**config.mk**
```make
export PLATFORM = sky130hd
export DESIGN_NAME = bht_ctrl
export DESIGN_NICKNAME = d
export VERILOG_FILES = /design/src/rtl/bht_ctrl.sv
export SDC_FILE = /design/constraint.sdc
export NUM_CORES = 1
export LEC_CHECK = 0
export ABC_CLOCK_PERIOD_IN_PS = 12200
export BUFFER_PORTS_ARGS = -buffer_cell sky130_fd_sc_hd__buf_4
export CORE_UTILIZATION = 40
export DETAILED_ROUTE_END_ITERATION = 16
export PLACE_DENSITY_LB_ADDON = 0.1
export SETUP_SLACK_MARGIN = 0.2
export SLEW_MARGIN = 20
export SYNTH_ARGS = -nofsm -noshare
export SYNTH_HDL_FRONTEND = slang
export SYNTH_SLANG_ARGS = --single-unit
```
**constraint.sdc**
```tcl
create_clock -name clk -period 12.2 [get_ports clk]
set_input_delay 0.61 -clock clk [delete_from_list [all_inputs] [get_ports clk]]
set_output_delay 0.61 -clock clk [all_outputs]
set_load 0.01 [all_outputs]
```
**src/rtl/bht_ctrl.sv**
```systemverilog
// Branch history table controller: sequences table init, arbitrates the single
// table port between init, fetch lookups and queued execute-stage updates.
module bht_ctrl #(
  parameter int IDX_W    = 6,
  parameter int PC_W     = 32,
  parameter int UQ_DEPTH = 4
) (
  input  logic            clk,
  input  logic            reset_n,
  input  logic            flush_i,
  input  logic            lookup_valid_i,
  input  logic [PC_W-1:0] lookup_pc_i,
  output logic            lookup_ready_o,
  output logic            lookup_vld_o,
  output logic            lookup_pred_o,
  input  logic            upd_valid_i,
  input  logic [PC_W-1:0] upd_pc_i,
  input  logic            upd_taken_i,
  output logic            upd_ready_o,
  output logic            upd_pending_o,
  output logic            busy_o
);

  localparam int ENTRIES = 1 << IDX_W;
  localparam int PTR_W   = $clog2(UQ_DEPTH);
  localparam int CNT_W   = PTR_W + 1;

  localparam logic [0:0] ST_INIT = 1'b0;
  localparam logic [0:0] ST_RUN  = 1'b1;

  logic [0:0]       state_q, state_d;
  logic [IDX_W-1:0] init_ptr_q, init_ptr_d;
  logic [PTR_W-1:0] head_q, head_d;
  logic [PTR_W-1:0] tail_q, tail_d;
  logic [CNT_W-1:0] count_q, count_d;
  logic             lookup_vld_q, lookup_vld_d;
  logic             lookup_pred_q, lookup_pred_d;

  logic [1:0]       bht_mem      [ENTRIES];
  logic [IDX_W-1:0] uq_idx_mem   [UQ_DEPTH];
  logic             uq_taken_mem [UQ_DEPTH];

  logic             run;
  logic             full;
  logic             empty;
  logic             lookup_fire;
  logic             drain;
  logic             enq;
  logic [IDX_W-1:0] lookup_idx;
  logic [IDX_W-1:0] upd_idx;
  logic [IDX_W-1:0] head_idx;
  logic             head_taken;
  logic [1:0]       head_ctr;
  logic [1:0]       head_ctr_next;
  logic             mem_we;
  logic [IDX_W-1:0] mem_waddr;
  logic [1:0]       mem_wdata;
  logic             unused_pc;

  assign lookup_idx = lookup_pc_i[IDX_W+1:2];
  assign upd_idx    = upd_pc_i[IDX_W+1:2];
  assign unused_pc  = ^{lookup_pc_i[PC_W-1:IDX_W+2], lookup_pc_i[1:0],
                        upd_pc_i[PC_W-1:IDX_W+2], upd_pc_i[1:0]};

  assign run   = (state_q == ST_RUN);
  assign full  = (count_q == CNT_W'(UQ_DEPTH));
  assign empty = (count_q == '0);

  assign lookup_ready_o = run && !full;
  assign upd_ready_o    = run && !full;
  assign upd_pending_o  = !empty;
  assign busy_o         = (state_q == ST_INIT);
  assign lookup_vld_o   = lookup_vld_q;
  assign lookup_pred_o  = lookup_pred_q;

  // A full queue steals the port from fetch so updates can never starve.
  assign lookup_fire = lookup_valid_i && lookup_ready_o;
  assign drain       = run && !flush_i && !empty && (full || !lookup_valid_i);
  assign enq         = upd_valid_i && upd_ready_o && !flush_i;

  assign head_idx   = uq_idx_mem[head_q];
  assign head_taken = uq_taken_mem[head_q];
  assign head_ctr   = bht_mem[head_idx];

  always_comb begin
    head_ctr_next = head_ctr;
    if (head_taken) begin
      if (head_ctr != 2'b11) head_ctr_next = head_ctr + 2'd1;
    end else begin
      if (head_ctr != 2'b00) head_ctr_next = head_ctr - 2'd1;
    end
  end

  always_comb begin
    mem_we    = 1'b0;
    mem_waddr = head_idx;
    mem_wdata = head_ctr_next;
    if (state_q == ST_INIT) begin
      mem_we    = 1'b1;
      mem_waddr = init_ptr_q;
      mem_wdata = 2'b10;
    end else if (drain) begin
      mem_we = 1'b1;
    end
  end

  always_comb begin
    state_d       = state_q;
    init_ptr_d    = init_ptr_q;
    head_d        = head_q;
    tail_d        = tail_q;
    count_d       = count_q;
    lookup_vld_d  = lookup_fire && !flush_i;
    lookup_pred_d = lookup_pred_q;

    if (lookup_fire && !flush_i) lookup_pred_d = bht_mem[lookup_idx][1];

    case (state_q)
      ST_INIT: begin
        if (flush_i) begin
          init_ptr_d = '0;
        end else begin
          init_ptr_d = init_ptr_q + IDX_W'(1);
          if (init_ptr_q == IDX_W'(ENTRIES - 1)) state_d = ST_RUN;
        end
      end
      ST_RUN: begin
        if (flush_i) begin
          state_d    = ST_INIT;
          init_ptr_d = '0;
        end
      end
      default: state_d = ST_INIT;
    endcase

    if (flush_i) begin
      head_d  = '0;
      tail_d  = '0;
      count_d = '0;
    end else begin
      if (enq)   tail_d = tail_q + PTR_W'(1);
      if (drain) head_d = head_q + PTR_W'(1);
      count_d = count_q + CNT_W'(enq) - CNT_W'(drain);
    end
  end

  always_ff @(posedge clk or negedge reset_n) begin
    if (!reset_n) begin
      state_q       <= ST_INIT;
      init_ptr_q    <= '0;
      head_q        <= '0;
      tail_q        <= '0;
      count_q       <= '0;
      lookup_vld_q  <= 1'b0;
      lookup_pred_q <= 1'b0;
    end else begin
      state_q       <= state_d;
      init_ptr_q    <= init_ptr_d;
      head_q        <= head_d;
      tail_q        <= tail_d;
      count_q       <= count_d;
      lookup_vld_q  <= lookup_vld_d;
      lookup_pred_q <= lookup_pred_d;
    end
  end

  // Storage arrays carry no reset; INIT rewrites the whole table instead.
  always_ff @(posedge clk) begin
    if (mem_we) bht_mem[mem_waddr] <= mem_wdata;
  end

  always_ff @(posedge clk) begin
    if (enq) begin
      uq_idx_mem[tail_q]   <= upd_idx;
      uq_taken_mem[tail_q] <= upd_taken_i;
    end
  end

endmodule

```
# Word-level counts from Yosys, hierarchy flattened
# Memory sizes are Yosys's and may differ from the RTL's. A register that Yosys moved wholly into a read port is not among the register bits.
# Index checks and enable logic that the tools add are counted.
[op_classes]
eq_ne = 4
addsub = 7
n_mux = 23
n_reduce_logical = 18
bitwise_logic = 1
[ops]
columns = ["cell", "count"]
rows = [
  ["2-to-1 mux 6 bit", 3],
  ["2-to-1 mux 2 bit", 8],
  ["case mux 6 bit (2 select lines)", 1],
  ["2-to-1 mux 1 bit", 9],
  ["logical AND 1 bit", 8],
  ["adder 2 x 1 -> 2 bit, second input constant", 3],
  ["adder 6 x 1 -> 6 bit, second input constant", 1],
  ["equality test 6 bit, second input constant", 1],
  ["nonzero test 2 bit", 3],
  ["zero test 1 bit", 5],
  ["inequality test 2 bit, second input constant", 2],
  ["adder 3 x 1 -> 3 bit", 1],
  ["equality test 3 bit, second input constant", 1],
  ["zero test 3 bit", 1],
  ["2-to-1 mux 3 bit", 1],
  ["subtractor 3 x 1 -> 3 bit", 1],
  ["case mux 1 bit (2 select lines)", 1],
  ["subtractor 2 x 1 -> 2 bit, second input constant", 1],
  ["logical OR 1 bit", 1],
  ["inverter 1 bit", 1],
]
[word_totals]
wordCells = 62
output_inout_bits = 6
register_bits = 15
input_bits = 70
memories = 3
ramBits = 156
[memory_table]
columns = ["name", "depth", "word_bits", "read_ports", "rd_clocked_by_memory_dff", "write_ports", "line_no", "text"]
rows = [
  ["bht_mem", 64, 2, 2, 1, 1, "39", "logic [1:0] bht_mem [ENTRIES];"],
  ["uq_idx_mem", 4, 6, 1, 0, 1, "40", "logic [IDX_W-1:0] uq_idx_mem [UQ_DEPTH];"],
  ["uq_taken_mem", 4, 1, 1, 0, 1, "41", "logic uq_taken_mem [UQ_DEPTH];"],
]

# Logic depth before layout (Yosys ltp)
[depth]
depth_word = 8
mapped_depth = 13
ltp_nobuf = 12

# Least setup slack after synthesis
# OpenSTA, ideal clock, no wires.
[synth_timing]
kind = "register to register"
from = "reg head_q[0]"
to = "mem bht_mem[0][1] (data pin)"
path_slack_ns = 7.378
stages_incl_launch_ff = 10
required_time_ns = 11.612
setup_time_ns = 0.588
period_less_slack_ns = 4.822
t_arrival_ns = 4.233
cell_sequence = "dfrtp_1 buf_6 mux4_2 buf_6 mux2i_1 mux4_2 o311ai_0 o32a_1 nand2_1 a31oi_1"
[synth_via]
elab_chain_len = 6
word_cells_on_any_way = 11
classes_between = "2 x add/sub; 1 x eq/ne; 4 x mux; 1 x reduce/logical; 3 x memory"
[synth_rtl]
columns = ["item", "line_no", "text"]
rows = [
  ["start, declared", "33", "logic [PTR_W-1:0] head_q, head_d;"],
  ["start signal, assigned", "151", "head_q <= '0;"],
  ["start signal, assigned", "159", "head_q <= head_d;"],
  ["memory (4 x 6 bit)", "n/a", ""],
  ["memory (64 x 2 bit)", "n/a", ""],
  ["subtractor 2 x 1 -> 2 bit (tied with other cells)", "90", "if (head_ctr != 2'b00) head_ctr_next = head_ctr - 2'd1;"],
  ["2-to-1 mux 2 bit (on tied branches)", "90, 88", ""],
  ["2-to-1 mux 2 bit *", "87", "if (head_taken) begin"],
  ["2-to-1 mux 2 bit *", "98", "if (state_q == ST_INIT) begin"],
  ["named net mem_wdata[1]", "57", "logic [1:0] mem_wdata;"],
  ["end, declared", "39", ""],
]
# The timed path passes the listed nets; every way through them passes the cells marked *.

# Final worst setup path
[layout_timing]
from = "reg head_q[0]"
to = "mem bht_mem[33][1] (data pin)"
# Same word-level chain as after synthesis.

==> run_results.csv <==
group,metric,value,unit
power,p_sw_frac,0.193,
route,route.met3.wl,662,microns
cells_and_area,finalNetCount,630,
yosys,ys_ff_latch,172,
timing,skew,0.00573,ns
die,rows,51,
route,drtIter0Drc,301,
power,seqPwrFrac,0.510,
clocking,cts_setup_buffers,0,
timing,timing.fmax,231,MHz
worst_hold_path,hold_class,"in -> async",
global_routing,track_usage,0.193,
global_routing,grt_pass1_wl,28000,microns
route,avgRoutedWirePerCell,21.9,microns
yosys,yosysWarnings,0,
timing,period_share,0.355,
route,vias_per_cell,5.38,
clocking,clk_latency,0.43,ns
clocking,cts_htree_levels,4,
route,firstDrtPassIters,4,
timing,setup_viol,0,
clocking,cts_made_buffers,17,
yosys,yosysSeqAreaShare,0.633,
yosys,ys.flop_type,"edfxtp_1",
worst_setup_path,worstSetupPathType,"reg -> reg",
die,io-pin-count,76,
power,clockPowerShare,0.461,
place,gp_congestion,0.769,
timing,drv_slew,0,
clocking,cts-root-buf,"clkbuf_16",
route,wl_met2,9460,microns
worst_setup_path,crit_path_end_kind,"flop",
place,dpl.hpwl,11900,microns
cells_and_area,multi_input_area,0.00274,sq mm
power,finalPower,1.25,mW
cells_and_area,syn2layout_area_growth,12.4,%
route,highest_layer,"met4",
global_routing,grt_pass1_vias,4605,
power,p_per_area,139,mW/mm^2
yosys,avgSynthCellArea,15.1,sq um
yosys,synth_fp_nets,609,
route,ant_nets,0,
timing,period_needed,4.34,ns
worst_setup_path,crit_required,12.34,ns
clocking,clock_path_buffers,2,
route,num_vias,4454,
worst_setup_path,arrival,4.48,ns
yosys,syn_inst,531,
timing,rsz0062_at_grt,"false",
clocking,postCtsHoldBufs,0,
worst_setup_path,start_kind,"flop",
worst_setup_path,critPathMaxFanout,64,
clocking,clk_pin_slew,0.06,ns
clocking,clock-sinks,172,
place,portBuffers,23,
flow_run,drv_cap,0,
global_routing,grt_max_degree,65,
global_routing,antenna_found_initial,0,
cells_and_area,fill_cells,1799,
route,route.detailed.drc,0,
cells_and_area,antennaDiodeCount,0,
die,start_util,0.410,
timing,tightest_slew,0.915,ns
die,dieArea,0.0206,sq mm
yosys,synth_cell_types,50,
global_routing,grt_overflow_total,0,
power,cellLeakagePower,3.07,nW
timing,fin_tns_setup,0,ns
yosys,syn-cell-area,0.00803,sq mm
die,die_y,144,microns
power,power_switching,0.242,mW
cells_and_area,regArea,0.00508,sq mm
cells_and_area,drive_gt1_frac,0.171,
yosys,synth-edff-count,156,
power,p_int,1.01,mW
outcome,outcome,"finished, final reports clean",
die,fp.dieW,144,microns
clocking,cts_resized,0,
timing,maxSlewHeadroom,0.390,
route,totalWireLength,18200,microns
clocking,cts_tree,"built",
power,peakVddDrop,0.0958,mV
power,p_comb_frac,0.028,
die,core-area,0.0196,sq mm
yosys,async_flop_share,0.0930,
route,met1_length,7810,microns
timing,hold_viol,0,
-- cell families after synthesis --
family	synth area share
DFF	0.633
and+or+nand+nor	0.0837
adders and majority gates	0.0134
buffers and inverters	0.0284
AOI/OAI and AO/OA	0.0329
xor gates and xnor gates	0.00982
muxes	0.199
-- per-stage QoR --
stage                     utilization  area [sq um]  cells  hold slack [ns]  worst slack [ns]
after global routing            0.461          9030    828           0.0307              7.54
after detailed placement        0.429          8400    798            0.481              7.84
final                           0.461          9030    828           0.0300              7.86
after CTS                       0.461          9030    828           0.0242              7.81
after global placement          0.429          8400    798            0.481              7.88
after floorplan                     -          8030    531            0.314              7.38
-- layout by cell type, fill, tap and decap left out, drive strengths merged, types with 6 or more instances in the layout --
cell and instances:
nand2 33, nand3 9, dfrtp 16, nor2 85, mux2i 72, mux4 33
and2 7, buf 29, a21oi 6, clkbuf 18, inv 7, nor2b 9
ha 7, a22oi 7, edfxtp 156, o21ai 8, mux2 9
-- worst max-delay path: stages, from the launching register on --
cell	delay, ns
dfrtp_1	0.56
mux4_2	0.42
buf_4	0.64
mux2i_1	0.22
mux4_2	0.53
o311ai_0	0.42
o32a_1	0.30
nand2_1	0.17
a31oi_4	0.18
buf_4	0.53
-- final timing paths --
kind,start,slack [ns],endpoint,cells after the start
setup / recovery,head_q[0],7.86,bht_mem[33][1],9
hold / removal,reset_n,0.03,tail_q[1],1
setup reg to reg,head_q[0],7.86,bht_mem[33][1],9
hold reg to reg,lookup_pred_o,0.52,lookup_pred_o,1
max in group asynchronous,reset_n,11.99,init_ptr_q[1],1
min in group clk,upd_pc_i[7],0.38,uq_idx_mem[3][5],1
-- cells in the mapped netlist, drive strengths merged (8+ instances only) --
library cell  number  share of area
o21ai              8         0.0050
mux4              33          0.096
mux2               9          0.013
dfrtp             16          0.050
edfxtp           156           0.58
mux2i             72          0.090
nor2b              9         0.0070
nand3              9         0.0056
nand2             33          0.015
nor2              85          0.040
buf               22          0.023
-- per-layer routing --
metal / vias to the layer above / track usage
met5: - / 0
met4: 0 / 0.0622
met3: 12 / 0.0297
met2: 73 / 0.335
met1: 2294 / 0.247
li1: 2075 / -
-- area by class of cell --
class,count,area share
Sequential cell,172,0.563
Clock buffer,18,0.0475
Inverter,7,0.00291
Multi-Input combinational cell,325,0.304
Timing Repair Buffer,29,0.0241
Tap cell,265,0.0367
Clock inverter,12,0.0218
-- power groups by stage --
| stage | registers [mW] | clock network, mW | logic [mW] |
|---|---|---|---|
| after global placement | 0.652 | 0 | 0.0360 |
| after detailed placement | 0.653 | 0 | 0.0361 |
| after CTS | 0.640 | 0.589 | 0.0363 |
| after global routing | 0.640 | 0.616 | 0.0384 |
| after floorplan | 0.652 | 0 | 0.0194 |
| final | 0.640 | 0.578 | 0.0357 |
-- registers in the layout (all words and copies together) (netlist names) --
signal	cells
init_ptr_q	6
lookup_pred_o	1
count_q	3
head_q	2
lookup_vld_o	1
uq_taken_mem	4
tail_q	2
bht_mem	128
uq_idx_mem	24
run	1
Power figures use the tool's default switching activity.
